## src/rtl/tick_stopwatch.sv

```systemverilog
// Stopwatch counting MM:SS on tick_in rising edges,
// with start/pause/clear control and a scanned 7-seg display.
module tick_stopwatch #(
  parameter int SCAN_DIV = 50000
) (
  input  logic       clk_in1,
  input  logic       clr_n,
  input  logic       tick_in,
  input  logic       start_stop,
  input  logic       clear,
  output logic       running,
  output logic       rollover,
  output logic [7:0] sec_bcd,
  output logic [7:0] min_bcd,
  output logic [3:0] an,
  output logic [6:0] seg
);

  localparam int SW = (SCAN_DIV > 2) ? $clog2(SCAN_DIV) : 1;
  localparam logic [SW-1:0] SCAN_LAST = SW'(SCAN_DIV - 1);

  typedef enum logic [1:0] {
    IDLE  = 2'd0,
    RUN   = 2'd1,
    PAUSE = 2'd2
  } state_t;

  state_t        state_q, state_d;
  logic          tick_d;
  logic          rise;
  logic          inc;
  logic [7:0]    sec_q, sec_d;
  logic [7:0]    min_q, min_d;
  logic          roll_q, roll_d;
  logic [SW-1:0] scan_q, scan_d;
  logic [1:0]    dig_q, dig_d;
  logic [3:0]    an_q, an_d;
  logic [6:0]    seg_q, seg_d;
  logic [3:0]    nib;

  assign rise     = tick_in & ~tick_d;
  assign running  = (state_q == RUN);
  assign rollover = roll_q;
  assign sec_bcd  = sec_q;
  assign min_bcd  = min_q;
  assign an       = an_q;
  assign seg      = seg_q;

  function automatic logic [6:0] dec7(input logic [3:0] v);
    logic [6:0] s;
    s = 7'b1111111;
    case (v)
      4'd0: s = 7'b1000000;
      4'd1: s = 7'b1111001;
      4'd2: s = 7'b0100100;
      4'd3: s = 7'b0110000;
      4'd4: s = 7'b0011001;
      4'd5: s = 7'b0010010;
      4'd6: s = 7'b0000010;
      4'd7: s = 7'b1111000;
      4'd8: s = 7'b0000000;
      4'd9: s = 7'b0010000;
      default: s = 7'b1111111;
    endcase
    return s;
  endfunction

  // Control FSM next state and BCD count update
  always_comb begin
    state_d = state_q;
    sec_d   = sec_q;
    min_d   = min_q;
    roll_d  = 1'b0;
    inc     = 1'b0;
    case (state_q)
      IDLE: begin
        if (clear) begin
          sec_d = 8'h00;
          min_d = 8'h00;
        end else if (start_stop) begin
          state_d = RUN;
        end
      end
      RUN: begin
        if (start_stop) state_d = PAUSE;
        inc = rise;
      end
      PAUSE: begin
        if (clear) begin
          state_d = IDLE;
          sec_d   = 8'h00;
          min_d   = 8'h00;
        end else if (start_stop) begin
          state_d = RUN;
        end
      end
      default: state_d = IDLE;
    endcase
    if (inc) begin
      if (sec_q[3:0] != 4'd9) begin
        sec_d[3:0] = sec_q[3:0] + 4'd1;
      end else begin
        sec_d[3:0] = 4'd0;
        if (sec_q[7:4] != 4'd5) begin
          sec_d[7:4] = sec_q[7:4] + 4'd1;
        end else begin
          sec_d[7:4] = 4'd0;
          if (min_q[3:0] != 4'd9) begin
            min_d[3:0] = min_q[3:0] + 4'd1;
          end else begin
            min_d[3:0] = 4'd0;
            if (min_q[7:4] != 4'd5) begin
              min_d[7:4] = min_q[7:4] + 4'd1;
            end else begin
              min_d[7:4] = 4'd0;
              roll_d     = 1'b1;
            end
          end
        end
      end
    end
  end

  // Digit scan timing and registered segment decode of the next count
  always_comb begin
    scan_d = scan_q + SW'(1);
    dig_d  = dig_q;
    if (scan_q == SCAN_LAST) begin
      scan_d = '0;
      dig_d  = dig_q + 2'd1;
    end
    nib = sec_d[3:0];
    case (dig_d)
      2'd0: nib = sec_d[3:0];
      2'd1: nib = sec_d[7:4];
      2'd2: nib = min_d[3:0];
      2'd3: nib = min_d[7:4];
      default: nib = sec_d[3:0];
    endcase
    an_d  = ~(4'b0001 << dig_d);
    seg_d = dec7(nib);
  end

  // State, count and display registers with synchronous clear
  always_ff @(posedge clk_in1) begin
    if (!clr_n) begin
      state_q <= IDLE;
      tick_d  <= 1'b0;
      sec_q   <= 8'h00;
      min_q   <= 8'h00;
      roll_q  <= 1'b0;
      scan_q  <= '0;
      dig_q   <= 2'd0;
      an_q    <= 4'b1110;
      seg_q   <= 7'b1000000;
    end else begin
      state_q <= state_d;
      tick_d  <= tick_in;
      sec_q   <= sec_d;
      min_q   <= min_d;
      roll_q  <= roll_d;
      scan_q  <= scan_d;
      dig_q   <= dig_d;
      an_q    <= an_d;
      seg_q   <= seg_d;
    end
  end

endmodule

```

## config.mk

```make
export PLATFORM = sky130hd
export DESIGN_NAME = tick_stopwatch
export DESIGN_NICKNAME = d
export VERILOG_FILES = /design/src/rtl/tick_stopwatch.sv
export SDC_FILE = /design/constraint.sdc
export NUM_CORES = 1
export LEC_CHECK = 0
export ABC_AREA = 1
export CORE_UTILIZATION = 55
export DETAILED_ROUTE_END_ITERATION = 8
export PLACE_DENSITY = 0.79
export REMOVE_ABC_BUFFERS = 1
export SLEW_MARGIN = 30
export SYNTH_ARGS = -nofsm -noshare
export SYNTH_HDL_FRONTEND = slang
export SYNTH_SLANG_ARGS = --single-unit
```

## constraint.sdc

```tcl
create_clock -name clk_in1 -period 2.88 [get_ports clk_in1]
set_input_delay 0.576 -clock clk_in1 [delete_from_list [all_inputs] [get_ports clk_in1]]
set_output_delay 0.576 -clock clk_in1 [all_outputs]
set_load 0.01 [all_outputs]
```

==> run metrics, run 1 <==
CTS H-Tree Depth 2; met2 Resource Use GR 0.4046; Pwr Total 1.257 mW; most used routing layer met2; Total GRT Usage 0.2346; max_slew headroom 0.5919; layout cell share with drive strength beyond 1 0.1296; Slew Limit Fails 0; Crit Path Max Fanout 7; port bufs 33; # diodes 0; number of global-route vias before repair 2287; Mapped Cells 392; Max clock buf depth 2; CTS Sinks 49; Fin Clk Skew 0.004165 ns; Rows 25; outcome finished clean; die width 71.94 um; Final Critical Period 2.603 ns; vias 2523; Post-Route WL 5.664 mm; Final Non-Filler Cells 499; Syn. warnings 0; endpoint of the worst-slack reg-to-reg timing path seg[3]$_SDFF_PN0_; Setup Viol. Count Final 0; Global Route met1 Usage 0.2968; Yosys reg bits 49; r2r setup slk 0.49 ns; Detail Route Antenna Nets 0; grt total ovfl 0; I/O Pins 34; Main synth FF type dfxtp_1; postcts setup bufs 0; final core occ 0.6840; Clk pin slew, worst setup/hold paths 0.08 ns; Pre-Repair DR Iteration Count 5; most frequent CP cell nand2_1; number of synthesized flops with an enable pin 0; WL per Instance 11.35 um; pwr dens 389.2 mW/mm2; Syn Area/Cell 6.862 um2; WP data arrival 2.82 ns; vias per cell 5.056; die area 0.005175 mm2; Startpoint Class input port; CP Class input port to flop; Hold Path Class flop to flop; hold path cells 1; FMAX 384.2 MHz; endpoints failing hold 0; Worst EP required 3.09 ns; Inst Count DP 491; critical path's top delay family simple AND/OR/NAND/NOR gates; maximum vdd drop 257.3 uV; Hold-fix buffers, CTS 0; Worst Reg-to-Reg Cells 16; Nets 442; drt initial violations 154; CTS tree yes; count of cell types in the netlist 31; grt met3 use 0.04722; TritonCTS Buffers 5; CTS resizes 0; initial antenna violation count 0; largest net degree at the start of global routing 21; worst r2r src scan_q[0]$_SDFF_PP0_; Die Span Y 71.94 um; pre-CTS WS -0.04643 ns; Max-cap violations 0; Core Region 0.004723 mm2; register area share after synthesis 0.3647; most frequent cells in the layout 101 x nand2_1, 49 x dfxtp_1, 47 x inv_1; DP HPWL 4.302 mm; Pleak 1.401 nW; CP Cell Sequence clkdlybuf4s50_1, inv_1, nor2_1, nand2_4, nor2_8, nand3_4, inv_2, nand2_1, o21ai_0, nand2_1, nand4_1, inv_1, ha_1, nand2_1, nand3_1, a21oi_1; Hold WS 0.4590 ns; CP endpoint kind flop; Least-Margin Pin Slew 0.6084 ns; commonest non-fill, non-tap cell in the layout nand2_1; Buf+Inv Stages, Crit Path 4; first-pass GRT wire length 9.639 mm; clk root buf clkbuf_8; Mapped Area 0.002690 mm2; clk_lat worst skew 0.30 ns; P&R area growth vs syn 20.09%; CP max-delay cell clkdlybuf4s50_1; FFs w/ async S/R, synth 0; number of fill cells 423; Endpoint, Worst Hold scan_q[0]$_SDFF_PP0_; Final Wtd Congestion 0.8726; HP Start scan_q[0]$_SDFF_PP0_; max incr delay on CP 0.49 ns; unrepaired setup endpoints after global routing false; Initial Util 0.5695; Setup WS post-layout 0.2774 ns; remaining routing DRC violations 0; Final period util 0.9037
## cell families after synthesis
| kind of cell | count (synthesis) | share of synthesized area |
|---|---|---|
| XOR/XNOR | 9 | 0.02930 |
| flip-flops | 49 | 0.3647 |
| AND/OR/NAND/NOR | 227 | 0.4163 |
| buffers and inverters | 62 | 0.08697 |
| AO/OA/AOI/OAI | 39 | 0.07489 |
| adder cells (fa/ha/maj) | 6 | 0.02791 |
## power by group
part	leakage [nW]	internal [mW]	switching [mW]
logic	0.947	0.0256	0.0414
registers	0.396	0.684	0.00458
clock network	0.0585	0.283	0.218
total	1.40	0.993	0.264
## how the worst max path moves through the flow
stage            start           endpoint  slack, ns  cells past startpoint
2_1_floorplan  tick_in  seg[3]$_SDFF_PN0_       0.70                     15
3_3_place_gp   tick_in  seg[3]$_SDFF_PN0_       0.08                     16
3_5_place_dp   tick_in  seg[3]$_SDFF_PN0_      -0.05                     16
4_1_cts        tick_in  seg[3]$_SDFF_PN0_       0.26                     16
5_1_grt        tick_in  seg[4]$_SDFF_PN0_      0.005                     15
6_report       tick_in  seg[3]$_SDFF_PN0_       0.28                     16
## flip-flops by register name, summed over array words and instances, names as in the netlist
name,count
rollover,1
seg,7
tick_d,1
scan_q,16
an,4
state_q,2
sec_bcd,8
dig_q,2
min_bcd,8
## layout make-up
class                           count  area, um2  area share
Sequential cell                    49      980.9      0.3036
Tap cell                           67      83.83     0.02595
Multi-Input combinational cell    281       1475      0.4566
Clock buffer                        7      86.33     0.02672
Inverter                           57      214.0     0.06623
Timing Repair Buffer               37      360.3      0.1115
Clock inverter                      1      30.03    0.009295
## synth_stat cells, types with 2 or more instances
cell type / n / area (um2)
nand2_1: 101 / 379.1
dfxtp_1: 49 / 980.9
inv_1: 47 / 176.4
nor2_1: 37 / 138.9
nand3_1: 35 / 175.2
a21oi_1: 25 / 125.1
o21ai_0: 11 / 55.05
nand2_2: 10 / 62.56
inv_2: 9 / 33.78
nor2_4: 8 / 90.09
nor3_1: 8 / 40.04
xor2_1: 7 / 61.31
ha_1: 6 / 75.07
nand4_1: 6 / 37.54
nand3_2: 5 / 50.05
nor2_2: 5 / 31.28
clkbuf_1: 3 / 11.26
nand2_4: 3 / 33.78
or2_2: 3 / 18.77
nor4_1: 2 / 12.51
xnor2_1: 2 / 17.52
## worst register-to-register path: cells and delay by family, from the launching register on
kind,cells,cell delay [ns]
compound gates,1,0.13
fa+ha+maj,2,0.46
buf+inv,2,0.18
flops,1,0.36
simple gates,11,1.17
## stage by stage
stage	TNS [ns]	area [um2]
after detailed placement	-0.04643	3114
after global placement	0	3114
after CTS	0	3231
after global routing	0	3231
after floorplan	0	2670
final	0	3231
## layer usage
layer  part of all wire  wire [um]
met5                  0          0
met2               0.46       2624
met4              0.018        103
met1               0.47       2671
met3              0.047        265
No activity file was read; power rests on OpenSTA's default activity.
==> inputs of run 2 (changes only) <==
--- a/config.mk
+++ b/config.mk
@@ -6,6 +6,7 @@
 export NUM_CORES = 1
 export LEC_CHECK = 0
 export ABC_AREA = 1
+export CORE_MARGIN = 8
 export CORE_UTILIZATION = 55
 export DETAILED_ROUTE_END_ITERATION = 8
 export PLACE_DENSITY = 0.79
==> run metrics, run 2 (synthesis gave the netlist of run 1 again) <==
TritonCTS Buffers 5; outcome finished clean; initial antenna violation count 0; Least-Margin Pin Slew 0.4714 ns; Detail Route Antenna Nets 0; Final period util 0.8987; unrepaired setup endpoints after global routing false; max FFs per register 16; most frequent cells in the layout 101 x nand2_1, 49 x dfxtp_1, 47 x inv_1; drt initial violations 154; max_slew headroom 0.6829; port bufs 33; first-pass GRT wire length 9.549 mm; Crit Path Max Fanout 7; Nets 444; Final Critical Period 2.588 ns; Slew Limit Fails 0; CTS resizes 0; grt total ovfl 0; Clk pin slew, worst setup/hold paths 0.08 ns; CP endpoint kind flop; Total GRT Usage 0.1600; Rows 25; Core Region 0.004723 mm2; CP Launch Point tick_in; pwr dens 405.0 mW/mm2; CTS Sinks 49; # diodes 0; Startpoint Class input port; Die Span Y 85.94 um; Pre-Repair DR Iteration Count 4; endpoints failing hold 0; CTS H-Tree Depth 2; die area 0.007385 mm2; clk root buf clkbuf_8; FMAX 386.3 MHz; Post-Route WL 5.856 mm; total negative slack 0 ns; r2r setup slk 0.55 ns; Pleak 1.421 nW; postcts setup bufs 0; number of global-route vias before repair 2224; Inst Count DP 493; Initial Util 0.5695; Setup Viol. Count Final 0; DP HPWL 4.498 mm; layout cell share with drive strength beyond 1 0.1359; Max clock buf depth 2; Largest Register scan_q; Worst Reg-to-Reg Cells 16; worst r2r src scan_q[0]$_SDFF_PP0_; remaining routing DRC violations 0; vias per cell 5.040; vias 2525; largest net degree at the start of global routing 16; Hold-fix buffers, CTS 0; I/O Pins 34; Final Wtd Congestion 0.9611; Max-cap violations 0; final core occ 0.6909; clk_lat worst skew 0.30 ns; Fin Clk Skew 0.008323 ns; P&R area growth vs syn 21.30%; WL per Instance 11.69 um; CTS tree yes; maximum vdd drop 232.7 uV; WP data arrival 2.82 ns; die width 85.94 um; Hold Path Class flop to flop; Final Non-Filler Cells 501; commonest non-fill, non-tap cell in the layout nand2_1; CP Class input port to flop; Worst EP required 3.12 ns; endpoint of the worst-slack reg-to-reg timing path seg[3]$_SDFF_PN0_; Setup crit end seg[3]$_SDFF_PN0_
run 2: cell types whose count changed in the layout (fill, tap and decap cells not counted):
cell       previous run  this run
buf_4                 4         6
clkbuf_8              6         5
bufinv_16             1         2
clkinv_2              0         1
clkbuf_1              1         0
run 2: cell type report:
type | instances | area [um2]
sequential | 49 | 980.9
fill | 403 | 1460
timing repair buffer | 39 | 375.4
clock inverter | 3 | 65.06
multi-input combinational | 281 | 1475
tap | 67 | 83.83
clock buffer | 5 | 68.82
inverter | 57 | 214.0
run 2: worst min-delay path by stage:
stage | start | end | slack [ns] | cells after the start
6_report | scan_q[0]$_SDFF_PP0_ | scan_q[0]$_SDFF_PP0_ | 0.45 | 1
5_1_grt | scan_q[0]$_SDFF_PP0_ | scan_q[0]$_SDFF_PP0_ | 0.47 | 1
4_1_cts | scan_q[0]$_SDFF_PP0_ | scan_q[0]$_SDFF_PP0_ | 0.45 | 1
3_5_place_dp | scan_q[0]$_SDFF_PP0_ | scan_q[0]$_SDFF_PP0_ | 0.44 | 1
3_3_place_gp | scan_q[0]$_SDFF_PP0_ | scan_q[0]$_SDFF_PP0_ | 0.44 | 1
2_1_floorplan | scan_q[0]$_SDFF_PP0_ | scan_q[0]$_SDFF_PP0_ | 0.42 | 1
run 2: critical path: stages:
cell and delay, ns:
clkdlybuf4s50_1 0.50, inv_1 0.04, nor2_1 0.16, nand2_4 0.11, nor2_8 0.13, nand3_4 0.11, inv_2 0.11, nand2_1 0.05
o21ai_0 0.11, nand2_1 0.08, nand4_1 0.15, inv_1 0.12, ha_1 0.29, nand2_1 0.09, nand3_1 0.07, a21oi_1 0.12
run 2: where the power goes:
group          switching, mW  internal, mW  leakage, nW  total (mW)
registers            0.00440         0.684        0.396       0.688
clock network          0.221         0.345       0.0681       0.566
logic                 0.0408        0.0265        0.957      0.0673
run 2: layer usage:
metal,vias up,wire [um],GRT usage
met1,1133,2740,0.1934
met5,-,0,0
met2,64,2714,0.2659
met4,0,95,0.06051
met3,8,305,0.03820
li1,1320,-,-
run 2: metrics by stage:
step | worst slack, ns | hold WS, ns | total power [mW] | area, um2
after floorplan | 0.7025 | 0.4176 | 0.7420 | 2670
after detailed placement | 0.008291 | 0.4391 | 0.7715 | 3129
final | 0.2917 | 0.4484 | 1.322 | 3263
after global placement | 0.1106 | 0.4356 | 0.7702 | 3129
after global routing | 0.06062 | 0.4708 | 1.367 | 3263
after CTS | 0.3179 | 0.4519 | 1.338 | 3263
